<file path="src/rtl/intr_pkg.sv">
// Shared interrupt definitions: controller state encoding, handler base address
// and the Cause codes used by the exception datapath.
package intr_pkg;

    localparam logic [1:0] ST_IDLE    = 2'd0;
    localparam logic [1:0] ST_REQ     = 2'd1;
    localparam logic [1:0] ST_SERVICE = 2'd2;

    // Also the control unit's Ibase, so both sides agree on the handler table.
    localparam logic [31:0] VEC_BASE_DEFAULT = 32'h54;

    localparam logic [4:0] CAUSE_EXT_INT  = 5'd0;
    localparam logic [4:0] CAUSE_OVERFLOW = 5'd4;

endpackage

</file>
<file path="src/rtl/prio_enc.sv">
// Lowest-index-first priority encoder; valid is low when no request bit is set.
module prio_enc #(
    parameter int N    = 4,
    parameter int ID_W = 2
) (
    input  logic [N-1:0]    req,
    output logic [ID_W-1:0] id,
    output logic            valid
);

    // Scanning from the top down lets the lowest set index overwrite the others.
    always_comb begin
        id    = '0;
        valid = 1'b0;
        for (int i = N - 1; i >= 0; i--) begin
            if (req[i]) begin
                id    = ID_W'(i);
                valid = 1'b1;
            end
        end
    end

endmodule

</file>
<file path="src/rtl/intr_controller.sv">
// Prioritised interrupt controller: latches request edges, masks them, raises Intr
// for the best eligible source and tracks it through acknowledge and eret.
module intr_controller
    import intr_pkg::*;
#(
    parameter int          N               = 4,
    parameter int          ID_W            = 2,
    parameter logic [N-1:0] MASK_RST       = {N{1'b1}},
    parameter logic [31:0] VEC_BASE        = VEC_BASE_DEFAULT,
    parameter int          VEC_STRIDE_LOG2 = 4
) (
    input  logic            Clk,
    input  logic            Reset,
    input  logic [N-1:0]    Irq,
    input  logic            Wmask,
    input  logic [N-1:0]    MaskIn,
    input  logic            Inta,
    input  logic            Eret,
    output logic            Intr,
    output logic [ID_W-1:0] IrqId,
    output logic [31:0]     IrqVec,
    output logic [N-1:0]    Pending,
    output logic [N-1:0]    Mask,
    output logic            Busy,
    output logic [1:0]      dbg_state
);

    // Handshake: Intr is held high from REQ entry until the edge that samples
    // Inta high; Inta is only honoured in REQ and Eret only in SERVICE.

    logic [1:0]      state;
    logic [N-1:0]    irq_q;
    logic [N-1:0]    rise;
    logic [N-1:0]    eligible;
    logic [N-1:0]    pend_clr;
    logic [N-1:0]    pending_next;
    logic [ID_W-1:0] sel_id;
    logic            sel_valid;

    assign rise     = Irq & ~irq_q;
    assign eligible = Pending & Mask;

    prio_enc #(
        .N    (N),
        .ID_W (ID_W)
    ) u_prio_enc (
        .req   (eligible),
        .id    (sel_id),
        .valid (sel_valid)
    );

    // A new edge on the bit being acknowledged wins over the clear.
    always_comb begin
        pend_clr = '0;
        if (state == ST_REQ && Inta) begin
            pend_clr[IrqId] = 1'b1;
        end
        pending_next = (Pending & ~pend_clr) | rise;
    end

    // irq_q keeps tracking Irq through reset, so a line already high at release
    // is not seen as an edge.
    always_ff @(posedge Clk) begin
        irq_q <= Irq;
        if (Reset) begin
            state   <= ST_IDLE;
            Intr    <= 1'b0;
            IrqId   <= '0;
            Pending <= '0;
            Mask    <= MASK_RST;
        end else begin
            Pending <= pending_next;
            if (Wmask) begin
                Mask <= MaskIn;
            end
            case (state)
                ST_IDLE: begin
                    if (sel_valid) begin
                        IrqId <= sel_id;
                        Intr  <= 1'b1;
                        state <= ST_REQ;
                    end
                end
                ST_REQ: begin
                    if (Inta) begin
                        Intr  <= 1'b0;
                        state <= ST_SERVICE;
                    end
                end
                ST_SERVICE: begin
                    if (Eret) begin
                        state <= ST_IDLE;
                    end
                end
                default: begin
                    Intr  <= 1'b0;
                    state <= ST_IDLE;
                end
            endcase
        end
    end

    assign IrqVec    = VEC_BASE + (32'(IrqId) << VEC_STRIDE_LOG2);
    assign Busy      = (state != ST_IDLE);
    assign dbg_state = state;

endmodule

</file>
<file path="config.mk">
export PLATFORM = sky130hd
export DESIGN_NAME = intr_controller
export DESIGN_NICKNAME = d
export VERILOG_FILES = /design/src/rtl/intr_pkg.sv /design/src/rtl/prio_enc.sv /design/src/rtl/intr_controller.sv
export SDC_FILE = /design/constraint.sdc
export NUM_CORES = 1
export LEC_CHECK = 0
export BUFFER_PORTS_ARGS = -buffer_cell sky130_fd_sc_hd__buf_2
export CAP_MARGIN = 5
export CORE_ASPECT_RATIO = 0.75
export CORE_MARGIN = 4
export CORE_UTILIZATION = 44
export CTS_CLUSTER_DIAMETER = 200
export DETAILED_ROUTE_END_ITERATION = 8
export PLACE_DENSITY_LB_ADDON = 0.1
export SYNTH_ARGS = -nofsm -noshare
export SYNTH_HDL_FRONTEND = slang
export SYNTH_SLANG_ARGS = --single-unit
</file>
<file path="constraint.sdc">
create_clock -name Clk -period 1.97 [get_ports Clk]
set_input_delay 0 -clock Clk [delete_from_list [all_inputs] [get_ports Clk]]
set_output_delay 0 -clock Clk [all_outputs]
set_load 0.1 [all_outputs]
</file>
**Word level (Yosys, flattened, before mapping)**

Index checks and enable logic that the tools add are counted.

- $add $sub $neg: 1
- Magnitude comparators: 2
- Eq/ne operators: 5
- Mux-type cells: 18
- Bitwise gates (word level): 7
- Reductions and logical operators: 7

Operators by type and width:

| kind | number |
|---|---|
| two-way mux 2 bit | 7 |
| bitwise AND 4 bit | 3 |
| adder 7 x 6 -> 8 bit, first input constant | 1 |
| NOT 4 bit | 2 |
| two-way mux 1 bit | 7 |
| != test 2 bit, second input constant | 3 |
| case mux 2 bit (3 select lines) | 1 |
| AND reduction 3 bit | 2 |
| two-way mux 4 bit | 1 |
| OR 4 bit | 1 |
| less-than comparator 2 x 3 -> 1 bit, second input constant | 1 |
| case mux 1 bit (3 select lines) | 1 |
| demux 1 bit (select 2 bit) | 1 |
| equality test 2 x 1 -> 1 bit, second input constant | 1 |
| equality test 2 bit, second input constant | 1 |
| >= comparator 2 x 1 -> 1 bit, second input constant | 1 |
| logical AND 1 bit | 2 |
| logical NOT 2 bit | 1 |
| AND reduction 2 bit | 1 |
| nonzero test 2 bit | 1 |
| NOT 1 bit | 1 |

- Bits in registers: 17
- Input bits: 13

**Logic depth before layout (Yosys ltp)**

- Depth in word-level cells: 8
- Mapped depth: 5
- Gate-level depth less buffers: 5

**By module**

Synthesis repeated with hierarchy kept, for this count alone.

- Cell total of the unflattened synthesis: 106
- Area total of the unflattened synthesis: 935.9 µm²

Modules (own cells, without submodules):

| module | times used | cells each | area each (µm²) | seq. area each (µm²) |
|---|---|---|---|---|
| intr_controller | 1 | 99 | 900.9 | 340.3 |
| prio_enc | 1 | 7 | 35.0 | 0.0 |

**Worst setup path before layout**

No wires, ideal clock.

- Path kind: register to output
- From: reg IrqId[1]
- To: out IrqVec[6]
- Arrival: 2,661 ps
- Data required time: 1,970 ps
- Path slack: -691 ps
- Stages on the path, launching flop included: 3
- Path through: dfxtp_1 -> ha_1 -> inv_1

- Word-level cells in the longest chain between the ends: 1

RTL lines:

| element | RTL line | RTL |
|---|---|---|
| start, declared | intr_controller.sv:20 | `output logic [ID_W-1:0] IrqId,` |
| start signal, assigned | intr_controller.sv:79 | `IrqId <= sel_id;` |
| adder 7 x 6 -> 8 bit | intr_controller.sv:103 | `assign IrqVec = VEC_BASE + (32'(IrqId) << VEC_STRIDE_LOG2);` |
| end, declared | intr_controller.sv:21 | `output logic [31:0] IrqVec,` |

Every way passes these cells.

**Worst setup path after layout**

- From: reg IrqId[0]
- To: out IrqVec[5]

Same word-level chain as after synthesis.

==> key figures <==
Final layout
  • Layout cells sized above 1: ~27%
  • Nets: 161
  • Commonest non-fill, non-tap cell in the layout: buf_2
  • Leading cell types in the layout, fill and taps excluded: 30 x buf_2, 28 x conb_1, 15 x dfxtp_1
  • Antenna cell count: 0
  • Combined area of the multi-input logic cells: around 430 sq um
  • Fin area: about 1100 sq um
  • Area delta synth->final: 21.2%
  • Final core occ: 55.8%
  • Fill cell count: 190
  • Register area: 343 sq um

Job
  • Max cap viols: 0

Route
  • Drt first-iter violations: 22
  • Post-route DRC violation count: 0
  • DRT Pass-1 Iters: 6
  • Drt wl/cell: between 10 and 15 um
  • Routed vias: 715
  • Routed Wire Length: ~1.8 mm
  • Routed vias/inst: 4.28
  • Routed Antenna Nets: 0

Worst setup path
  • WP buf/inv: 2
  • Flop2flop setup slack: between 0.7 and 0.8 ns
  • Worst path top cell family by delay: buffers and inverters
  • CP max FO: 4
  • WS Path Type: reg -> out
  • CP peak stage delay: between 0.4 and 0.5 ns
  • Worst-path cell chain: bufinv_8 > ha_1 > buf_2
  • CP Data Arrival Time: 1.51 ns
  • Critical Path End Type: output pin
  • Slowest cell on crit path: buf_2
  • WP data required: 1.97 ns
  • CP Launch Type: flop

Clocking
  • CTS root buf: clkbuf_4
  • Reg clk slew, reported paths: roughly 0.090 ns
  • Skew-Pair Late Insertion Delay: 0.28 ns
  • CTS max path bufs: 2
  • CTS H-tree depth: 1
  • CTS tree: yes
  • Postcts setup bufs: 0
  • Num CTS Buffers: 3
  • Clock Sinks: 17

Power
  • Pleak: 0.000562 uW
  • Seq pwr share: 33.2%
  • P_int: about 540 uW
  • Clock power frac: between 10% and 20%
  • Switching share of total power: 55.2%
  • Worst vdd ir: between 0.0005 and 0.0006 V
  • Sw Pwr: 662 uW
  • Power Density: 1080 nW/um^2
  • Combinational share of power: 51.8%

Yosys
  • Syn avg cell area: 9.02 sq um
  • Synthesized flop and latch total: 17
  • Leading area contributor after synthesis: dfxtp_1
  • Top-area cell type share of the netlist area: 37.0%
  • Ranking of synthesized cells by area: dfxtp_1 37%, buf_4 23%, ha_1 5.4%
  • Synthesized cell area: 920 sq um
  • Seq/Total Area, Yosys: 37.0%
  • Distinct cells, synth: 22
  • Ys Warns: 0
  • Post-Synthesis Cells: 102

Die
  • Starting Density: a little under half
  • Die Y: 47.6 um
  • IO Count: about 60
  • Die Area: 2890 sq um
  • Rows: 14
  • Die Span X: 60.8 um
  • Core Area: 2000 sq um

Timing
  • TNS Setup: 0 ns
  • Hold WS: 0.0280 ns
  • RSZ-0062 raised after global routing: false
  • Minimum clock period: 1.51 ns
  • Pins over their slew limit: 0
  • Fmax: 664 MHz
  • Hold Vio Cnt, Final: 0
  • Setup violators final: 0
  • Setup Skew: 0.00388 ns
  • Fin crit share: 76.4%

GRT
  • Total GRT Usage: 12.5%
  • First-pass GRT wire length: 2.61 mm
  • Vias in the first global route: between 500 and 600
  • Overflow after GRT: 0
  • Largest net degree at the start of global routing: 15
  • Initial antenna violation count: 0

Outcome
  • Status: finished, final reports clean

Place
  • I/O Buffers: 30
  • DP Wirelength: 1.39 mm
  • GPL Wtd Cong: 0.678
  • Dpl cell area: 988 sq um

Hold path
  • HP Class: in -> reg
[state kept, by name, summed over array words and instances (netlist names)]
register   count
dbg_state      2
Intr           1
Pending        4
IrqId          2
irq_q          4
Mask           4
[per-stage QoR]
stage	cells	power (uW)	setup WS [ns]
floorplan	128	994	0.0509
finish	167	1200	0.465
global route	167	1250	0.415
detailed placement	153	1010	0.743
global placement	153	1010	0.775
CTS	167	1210	0.444
[metal layers]
| layer | vias to the layer above | GRT usage (%) | share of wire, % |
|---|---|---|---|
| met1 | 311 | 15.5 | 44 |
| met3 | 0 | 5.66 | 14 |
| met5 | - | 0 | 0 |
| met2 | 41 | 20.3 | 42 |
| met4 | 0 | 2.60 | 0 |
| li1 | 363 | - | - |
[repair_timing]
item | 4_1_cts | 5_1_grt
gates resized for setup | 0 | 0
setup endpoints to repair | 0 | 0
hold endpoints to repair | 10 | 0
hold buffers | 10 | 0
[power by group through the flow]
stage / logic, uW / clock network (uW) / registers (uW)
global route: 644 / 206 / 403
global placement: 603 / 0 / 406
CTS: 621 / 189 / 398
floorplan: 426 / 0 / 568
finish: 621 / 181 / 398
detailed placement: 605 / 0 / 406
[logic make-up after synthesis]
family          count (synthesis)  synth area share (%)
compound gates                 19                  15.8
other cells                     2                 0.817
buf+inv                        35                  27.2
flops                          17                  37.0
fa+ha+maj                       4                  5.44
simple gates                   25                  13.7
[layout make-up]
type                            instances  share of cell area (%)
Multi-Input combinational cell         76                    38.5
Clock buffer                            4                    2.36
Sequential cell                        17                    30.8
Tap cell                               24                    2.69
Inverter                                6                    3.25
Timing Repair Buffer                   40                    22.4
[cell usage after synthesis (all sizes together)]
library cell	instances
clkbuf	1
conb	2
a22o	2
ha	4
nand3	1
inv	5
or2	1
nand2	5
a41o	1
nor2	8
dfxtp	17
bufinv	1
nor3	1
a211o	4
and3b	1
buf	28
a2111oi	1
a32o	1
nor2b	8
a21oi	7
a211oi	3
[final timing paths]
check	from	to	cells after the start
setup / recovery	IrqId[0]$_SDFFE_PP0P_	IrqVec[5]	3
setup reg to reg	Pending[2]$_SDFF_PP0_	IrqId[0]$_SDFFE_PP0P_	4
hold reg to reg	dbg_state[1]$_SDFFE_PP0P_	dbg_state[0]$_SDFFE_PP0P_	1
hold / removal	Wmask	Mask[1]$_SDFFE_PP1P_	2
Note: power is estimated with default switching activity, not from simulation.
